**config.mk**
```make
export PLATFORM = sky130hd
export DESIGN_NAME = id_ex_skid_reg_flat
export DESIGN_NICKNAME = d
export VERILOG_FILES = /design/src/rtl/id_ex_skid_reg_if.sv /design/src/rtl/id_ex_skid_reg.sv /design/src/flat_wrapper.sv
export SDC_FILE = /design/constraint.sdc
export NUM_CORES = 1
export LEC_CHECK = 0
export ABC_AREA = 0
export CAP_MARGIN = 20
export CORE_ASPECT_RATIO = 1.5
export CORE_MARGIN = 1.5
export CORE_UTILIZATION = 45
export DETAILED_ROUTE_END_ITERATION = 8
export HOLD_SLACK_MARGIN = 0.08
export PLACE_DENSITY = 0.76
export SYNTH_ARGS = -nofsm -noshare
export SYNTH_HDL_FRONTEND = slang
export SYNTH_SLANG_ARGS = --single-unit
```
**constraint.sdc**
```tcl
create_clock -name clk_i -period 9.1 [get_ports clk_i]
set_input_delay 1.82 -clock clk_i [delete_from_list [all_inputs] [get_ports clk_i]]
set_output_delay 1.82 -clock clk_i [all_outputs]
set_load 0.01 [all_outputs]
```
**src/rtl/id_ex_skid_reg_if.sv**
```systemverilog
// Handshake/payload bundle between decode, the ID/EX skid register and EX.
// "slave" is the register's view; "master" is the surrounding pipeline's view.
`timescale 1ns/1ps

interface id_ex_skid_reg_if #(
    parameter int DATA_W  = 32,
    parameter int CTRL_W  = 10,
    parameter int RADDR_W = 5
);
    logic               in_valid_i;
    logic               in_ready_o;
    logic [DATA_W-1:0]  pc4_i;
    logic [DATA_W-1:0]  rs_data_i;
    logic [DATA_W-1:0]  rt_data_i;
    logic [DATA_W-1:0]  imm_ext_i;
    logic [RADDR_W-1:0] wr_addr_i;
    logic [CTRL_W-1:0]  ctrl_i;

    logic               out_valid_o;
    logic               out_ready_i;
    logic [DATA_W-1:0]  pc4_o;
    logic [DATA_W-1:0]  rs_data_o;
    logic [DATA_W-1:0]  rt_data_o;
    logic [DATA_W-1:0]  imm_ext_o;
    logic [RADDR_W-1:0] wr_addr_o;
    logic [CTRL_W-1:0]  ctrl_o;

    modport slave (
        input  in_valid_i, pc4_i, rs_data_i, rt_data_i, imm_ext_i, wr_addr_i, ctrl_i,
        input  out_ready_i,
        output in_ready_o,
        output out_valid_o, pc4_o, rs_data_o, rt_data_o, imm_ext_o, wr_addr_o, ctrl_o
    );

    modport master (
        output in_valid_i, pc4_i, rs_data_i, rt_data_i, imm_ext_i, wr_addr_i, ctrl_i,
        output out_ready_i,
        input  in_ready_o,
        input  out_valid_o, pc4_o, rs_data_o, rt_data_o, imm_ext_o, wr_addr_o, ctrl_o
    );
endinterface

```
**src/rtl/id_ex_skid_reg.sv**
```systemverilog
// ID/EX pipeline register with a 2-entry skid buffer (main + skid) under valid/ready.
// Define ID_EX_STALL_CNT_EN to add the 32-bit stall_cnt_o EX-stall cycle counter.
`timescale 1ns/1ps

module id_ex_skid_reg #(
    parameter int DATA_W  = 32,
    parameter int CTRL_W  = 10,
    parameter int RADDR_W = 5
) (
    input  logic                clk_i,
    input  logic                rst_i,
    input  logic                flush_i,
    id_ex_skid_reg_if.slave     bus
`ifdef ID_EX_STALL_CNT_EN
    ,
    output logic [31:0]         stall_cnt_o
`endif
);

    localparam int PAY_W = 4 * DATA_W + RADDR_W + CTRL_W;

    logic [PAY_W-1:0] in_word;
    logic [PAY_W-1:0] main_word;
    logic [PAY_W-1:0] skid_word;
    logic             main_valid;
    logic             skid_valid;
    logic             accept;
    logic             drain;

    assign in_word = {bus.pc4_i, bus.rs_data_i, bus.rt_data_i,
                      bus.imm_ext_i, bus.wr_addr_i, bus.ctrl_i};

    // Upstream ready comes straight from the skid flop, so it never sees out_ready_i.
    assign bus.in_ready_o = ~skid_valid;
    assign accept         = bus.in_valid_i & ~skid_valid;
    assign drain          = main_valid & bus.out_ready_i;

    always_ff @(posedge clk_i or posedge rst_i) begin
        if (rst_i) begin
            main_word  <= '0;
            skid_word  <= '0;
            main_valid <= 1'b0;
            skid_valid <= 1'b0;
        end else if (flush_i) begin
            main_valid <= 1'b0;
            skid_valid <= 1'b0;
        end else if (skid_valid) begin
            if (drain) begin
                main_word  <= skid_word;
                skid_valid <= 1'b0;
            end
        end else if (!main_valid || drain) begin
            main_valid <= accept;
            if (accept) begin
                main_word <= in_word;
            end
        end else if (accept) begin
            skid_word  <= in_word;
            skid_valid <= 1'b1;
        end
    end

    assign bus.out_valid_o = main_valid;
    assign {bus.pc4_o, bus.rs_data_o, bus.rt_data_o,
            bus.imm_ext_o, bus.wr_addr_o, bus.ctrl_o} = main_word;

`ifdef ID_EX_STALL_CNT_EN
    logic [31:0] stall_cnt;

    // Counts cycles EX holds off a valid word; survives flushes, wraps naturally.
    always_ff @(posedge clk_i or posedge rst_i) begin
        if (rst_i) begin
            stall_cnt <= '0;
        end else if (main_valid && !bus.out_ready_i) begin
            stall_cnt <= stall_cnt + 32'd1;
        end
    end

    assign stall_cnt_o = stall_cnt;
`endif

endmodule
```
**src/flat_wrapper.sv**
```systemverilog
// flat-port wrapper written by rule: the top's interface ports become plain ports
module id_ex_skid_reg_flat 
#(
    parameter int DATA_W  = 32,
    parameter int CTRL_W  = 10,
    parameter int RADDR_W = 5
)
  (clk_i, rst_i, flush_i, bus_in_valid_i, bus_pc4_i, bus_rs_data_i, bus_rt_data_i, bus_imm_ext_i, bus_wr_addr_i, bus_ctrl_i, bus_out_ready_i, bus_in_ready_o, bus_out_valid_o, bus_pc4_o, bus_rs_data_o, bus_rt_data_o, bus_imm_ext_o, bus_wr_addr_o, bus_ctrl_o);
  id_ex_skid_reg_if #(.DATA_W(DATA_W), .CTRL_W(CTRL_W), .RADDR_W(RADDR_W)) bus_i ();
  input  logic clk_i;
  input  logic rst_i;
  input  logic flush_i;
  input wire logic [$bits(bus_i.in_valid_i)-1:0] bus_in_valid_i;
  input wire logic [$bits(bus_i.pc4_i)-1:0] bus_pc4_i;
  input wire logic [$bits(bus_i.rs_data_i)-1:0] bus_rs_data_i;
  input wire logic [$bits(bus_i.rt_data_i)-1:0] bus_rt_data_i;
  input wire logic [$bits(bus_i.imm_ext_i)-1:0] bus_imm_ext_i;
  input wire logic [$bits(bus_i.wr_addr_i)-1:0] bus_wr_addr_i;
  input wire logic [$bits(bus_i.ctrl_i)-1:0] bus_ctrl_i;
  input wire logic [$bits(bus_i.out_ready_i)-1:0] bus_out_ready_i;
  output wire logic [$bits(bus_i.in_ready_o)-1:0] bus_in_ready_o;
  output wire logic [$bits(bus_i.out_valid_o)-1:0] bus_out_valid_o;
  output wire logic [$bits(bus_i.pc4_o)-1:0] bus_pc4_o;
  output wire logic [$bits(bus_i.rs_data_o)-1:0] bus_rs_data_o;
  output wire logic [$bits(bus_i.rt_data_o)-1:0] bus_rt_data_o;
  output wire logic [$bits(bus_i.imm_ext_o)-1:0] bus_imm_ext_o;
  output wire logic [$bits(bus_i.wr_addr_o)-1:0] bus_wr_addr_o;
  output wire logic [$bits(bus_i.ctrl_o)-1:0] bus_ctrl_o;
  assign bus_i.in_valid_i = bus_in_valid_i;
  assign bus_i.pc4_i = bus_pc4_i;
  assign bus_i.rs_data_i = bus_rs_data_i;
  assign bus_i.rt_data_i = bus_rt_data_i;
  assign bus_i.imm_ext_i = bus_imm_ext_i;
  assign bus_i.wr_addr_i = bus_wr_addr_i;
  assign bus_i.ctrl_i = bus_ctrl_i;
  assign bus_i.out_ready_i = bus_out_ready_i;
  assign bus_in_ready_o = bus_i.in_ready_o;
  assign bus_out_valid_o = bus_i.out_valid_o;
  assign bus_pc4_o = bus_i.pc4_o;
  assign bus_rs_data_o = bus_i.rs_data_o;
  assign bus_rt_data_o = bus_i.rt_data_o;
  assign bus_imm_ext_o = bus_i.imm_ext_o;
  assign bus_wr_addr_o = bus_i.wr_addr_o;
  assign bus_ctrl_o = bus_i.ctrl_o;
  id_ex_skid_reg #(.DATA_W(DATA_W), .CTRL_W(CTRL_W), .RADDR_W(RADDR_W)) u_core (.clk_i(clk_i), .rst_i(rst_i), .flush_i(flush_i), .bus(bus_i));
endmodule
```
==> results of run 1 <==
state kept, by name, summed over array words and instances (netlist names):
signal                  count
u_core.main_word          143
u_core.skid_word          143
u_core.bus.out_valid_o      1
u_core.skid_valid           1
cell families after synthesis:
kind of cell	share of synthesized area (%)
mux	39.00
flops	58.18
buf+inv	2.373
compound gates	0.3030
simple gates	0.1515
through the flow:
stage | worst slack, ns | cells
floorplan | 3.461 | 775
global placement | 4.842 | 1371
detailed placement | 4.817 | 1371
CTS | 4.635 | 1420
global route | 4.536 | 1421
finish | 4.724 | 1421
layer usage:
layer / vias to the layer above / global-route usage [%] / wire, um
met1: 3722 / 22.43 / 10640
met2: 206 / 33.69 / 14580
met5: - / 0 / 0
met3: 40 / 3.429 / 1251
met4: 0 / 6.842 / 750
li1: 3357 / - / -
cell usage after synthesis:
master    number
buf_6          7
a211oi_1       1
buf_1          1
buf_4          9
o21ai_0        1
nand2_1        1
clkbuf_1      14
a221oi_2       1
mux2_1        16
a21oi_1        2
nor4b_1        1
mux2_2       413
buf_2         16
nand2b_1       1
dfrtp_1      288
inv_1          3
worst max-delay path by stage:
stage | from | endpoint | slack, ns | cells after the start
final | u_core.skid_valid | bus_in_ready_o | 4.72 | 3
after floorplan | rst_i | u_core.bus.out_valid_o | 3.46 | 1
after CTS | u_core.skid_valid | bus_in_ready_o | 4.64 | 3
after global routing | u_core.skid_valid | bus_in_ready_o | 4.54 | 3
after global placement | bus_in_valid_i | u_core.main_word[42] | 4.84 | 5
after detailed placement | bus_in_valid_i | u_core.main_word[47] | 4.82 | 5
critical path: stages (launching register included):
cell,delay [ns]
dfrtp_4,0.65
buf_4,0.73
inv_1,0.09
clkdlybuf4s50_1,0.50
area by class of cell:
class | count | area, sq um | share of cell area (%)
Timing Repair Buffer | 301 | 3003 | 18.24
Multi-Input combinational cell | 437 | 4905 | 29.79
Sequential cell | 288 | 7211 | 43.80
Clock buffer | 40 | 827.0 | 5.023
Inverter | 3 | 15.01 | 0.09119
Clock inverter | 9 | 73.82 | 0.4484
Tap cell | 342 | 427.9 | 2.599
Antenna cell | 1 | 2.502 | 0.01520
power breakdown:
part,switching [uW],internal [uW]
clock network,479,657
logic,321,614
registers,174,1610
==> qor.csv, run 1 <==
metric;value;unit
Ys Warns;0;
# hold bufs at CTS;0;
R2R Setup Slk;6.03;ns
most common cell after layout, fill and taps aside;mux2_2;
FF-to-FF path depth;4;
DRC;0;
synthesized cell area;0.01239;sq mm
Reg clk slew, reported paths;0.07;ns
RR Endpoint;u_core.main_word[85];
Post-Synthesis Cells;775;
register area share after synthesis;58.18;%
clock tree buffer depth;3;
setup TNS;0;ns
antenna viol nets, final;0;
first-pass GRT wire length;42720;um
total die area;0.02855;sq mm
Die Height;206.2;um
CP arrival;2.56;ns
Power Total;3857;uW
worst hold start;u_core.skid_word[63];
Hold Path Class;reg2reg;
Syn Area/Cell;15.98;sq um
Synth cell types;16;
clk_lat worst skew;0.54;ns
dpl cell area;0.01556;sq mm
Max Cap Viol;0;
Fmax achieved;228.5;MHz
fillers;2159;
Max Slew Vio Count;0;
post-DP HPWL;17570;um
number of gates resized after cts;0;
CORE AREA;0.02713;sq mm
Via density;5.155;
CTS tree;done;
total wire length;27220;um
post-synth top area share;58.18;%
H-Tree Depth;1;
Final period util;48.09;%
FP Rows;74;
Synth-to-Final Area Change;32.91;%
worst slew pin tran;1.085;ns
I/O pins;293;
final instance area;0.01646;sq mm
Finished Core Util;60.69;%
Synth area leader;dfrtp_1;
CP Capture Type;output pin;
most frequent cells in the layout;mux2_2, clkdlybuf4s50_1, dfrtp_1, clkbuf_16, mux2_1;
Worst Hold Path EP;u_core.skid_word[63];
Detailed Routing Iterations Pass 1;4;
Vias;7325;
syn_nets;923;
Initial Utilization;45.66;%
largest cells by area after synthesis;dfrtp_1, mux2_2, mux2_1;
Final nets;1207;
Placer Congestion;0.7290;
relative max-transition margin;27.67;%
initial antenna violation count;1;
IR drop worst, VDD;0.1957;mV
reg2reg start;u_core.skid_valid;
P_leak;0.006788;uW
CP required;7.28;ns
fin crit period;4.376;ns
PwrDens;234.2;mW/mm^2
CP Launch Type;register;
fraction of layout cells with a size suffix above 1;43.60;%
Worst Hold Depth;1;
RSZ-0062 raised after global routing;no;
status;complete, no violations;
Starting DRT DRC Count;257;
cell chosen for the clock root;clkbuf_16;
Worst Hold Slack;0.4835;ns
port bufs;292;
Max Clock Skew;0.009176;ns
kind of critical path;reg2out;
worst-path maximum fanout;60;
Die Wd;138.5;um
WL/cell;19.16;um
pin count of the biggest net entering global routing;185;
Total GRT Usage;18.73;%
vias in the first global route;7726;
cts bufs inserted;28;
CTS Sinks;288;
#FFs+latches synth;288;
final setup fails;0;
GR Overflow Total;0;
# Post-CTS Setup Buffers;0;
final-report hold violation count;0;
No activity file was read; power rests on OpenSTA's default activity.
==> run 2: changes to the inputs <==
- clock period: 9.1 -> 3.96 ns (I/O delays scaled with it)
==> qor.csv, run 2 (synthesis results as in run 1) <==
metric;value;unit;change
Final period util;65.91;%;
# Post-CTS Setup Buffers;0;;unchanged
setup TNS;0;ns;unchanged
Starting DRT DRC Count;270;;+5.1%
clk_lat worst skew;0.55;ns;about the same
kind of critical path;reg2out;;
RSZ-0062 raised after global routing;no;;
PwrDens;546.2;mW/mm^2;+130%
CP Launch Type;register;;
Detailed Routing Iterations Pass 1;4;;unchanged
total die area;0.02855;sq mm;unchanged
Power Total;9087;uW;+140%
Worst Hold Slack;0.4808;ns;-0.002754 ns
most common cell after layout, fill and taps aside;mux2_2;;
fraction of layout cells with a size suffix above 1;43.80;%;+0.20 points
GR Overflow Total;0;;unchanged
Via density;5.170;;+0.30%
Finished Core Util;61.33;%;+0.64 points
final instance area;0.01664;sq mm;+1.0%
number of gates resized after cts;0;;unchanged
fillers;2155;;-0.19%
clock tree buffer depth;3;;unchanged
Reg clk slew, reported paths;0.06;ns;about the same
relative max-transition margin;34.68;%;+7.0 points
Final nets;1210;;+0.25%
Total GRT Usage;19.13;%;+0.40 points
Vias;7357;;+0.44%
# hold bufs at CTS;0;;unchanged
first-pass GRT wire length;43620;um;+2.1%
Die Wd;138.5;um;unchanged
port bufs;292;;unchanged
Hold Path Class;reg2reg;;
cell chosen for the clock root;clkbuf_16;;
worst-path maximum fanout;18;;-70%
worst slew pin tran;0.9799;ns;-0.1051 ns
pin count of the biggest net entering global routing;132;;-29%
CP required;3.17;ns;-4.11 ns
dpl cell area;0.01566;sq mm;+0.63%
CP Capture Type;output pin;;
total wire length;27470;um;+0.90%
post-DP HPWL;17930;um;+2.1%
initial antenna violation count;1;;unchanged
Die Height;206.2;um;unchanged
FP Rows;74;;unchanged
Initial Utilization;45.66;%;unchanged
Max Clock Skew;0.009606;ns;+0.0004295 ns
biggest regs;u_core.main_word (143), u_core.skid_word (143);;
Max Cap Viol;0;;unchanged
Synth-to-Final Area Change;34.30;%;
final setup fails;0;;unchanged
CTS tree;done;;
antenna viol nets, final;0;;unchanged
status;complete, no violations;;
cts bufs inserted;28;;unchanged
WL/cell;19.30;um;+0.76%
P_leak;0.006857;uW;+1.0%
DRC;0;;unchanged
Max Slew Vio Count;0;;unchanged
Fmax achieved;383.1;MHz;
CP arrival;1.82;ns;-0.74 ns
IR drop worst, VDD;0.3839;mV;+96%
H-Tree Depth;1;;unchanged
vias in the first global route;7978;;+3.3%
most frequent cells in the layout;mux2_2, clkdlybuf4s50_1, dfrtp_1, clkbuf_16, mux2_1;;
final-report hold violation count;0;;unchanged
I/O pins;293;;unchanged
fin crit period;2.610;ns;
CTS Sinks;288;;unchanged
CORE AREA;0.02713;sq mm;unchanged
Placer Congestion;0.7403;;+1.6%
-- run 2: cell type report --
type,instances,area (sq um),share of cell area [%]
clock inverters,11,180.2,1.083
flip-flops and latches,288,7211,43.34
diodes,1,2.502,0.01504
clock buffers,37,795.8,4.783
inverters,3,15.01,0.09025
repair buffers,304,3100,18.64
well taps,342,427.9,2.572
multi-input cells,437,4905,29.48
-- run 2: power breakdown --
| group | internal (uW) | switching (uW) | leakage [uW] | total (uW) |
|---|---|---|---|---|
| logic | 1420 | 754 | 0.00289 | 2170 |
| clock network | 1730 | 1110 | 0.000485 | 2830 |
| registers | 3700 | 382 | 0.00348 | 4080 |
| total | 6850 | 2240 | 0.00686 | 9090 |
-- run 2: worst paths after layout --
kind / from / end / slack, ns / cells past startpoint
setup / recovery: u_core.skid_valid / bus_in_ready_o / 1.35 / 2
hold reg to reg: u_core.skid_word[53] / u_core.skid_word[53] / 0.48 / 1
max in group asynchronous: rst_i / u_core.main_word[8] / 2.35 / 3
hold / removal: u_core.skid_word[53] / u_core.skid_word[53] / 0.48 / 1
min in group asynchronous: rst_i / u_core.main_word[115] / 0.60 / 2
setup reg to reg: u_core.skid_valid / u_core.skid_word[25] / 1.55 / 4
-- run 2: worst max-delay path, cell delays in order (launching register included) --
cell,delay (ns)
dfrtp_4,0.59
inv_1,0.09
clkdlybuf4s50_1,0.60
-- run 2: layer usage --
metal  part of all wire, %  global-route usage [%]  wire length, um
met5                     0                       0                0
met4                   2.3                   6.241              623
met3                   4.4                   3.244             1206
met2                    55                   35.27            15010
met1                    39                   22.65            10630
-- run 2: stage by stage --
| step | setup slack [ns] | instances |
|---|---|---|
| after floorplan | -0.6512 | 775 |
| after global placement | 1.030 | 1374 |
| after detailed placement | 0.9792 | 1374 |
| after CTS | 1.298 | 1422 |
| after global routing | 1.297 | 1423 |
| final | 1.350 | 1423 |
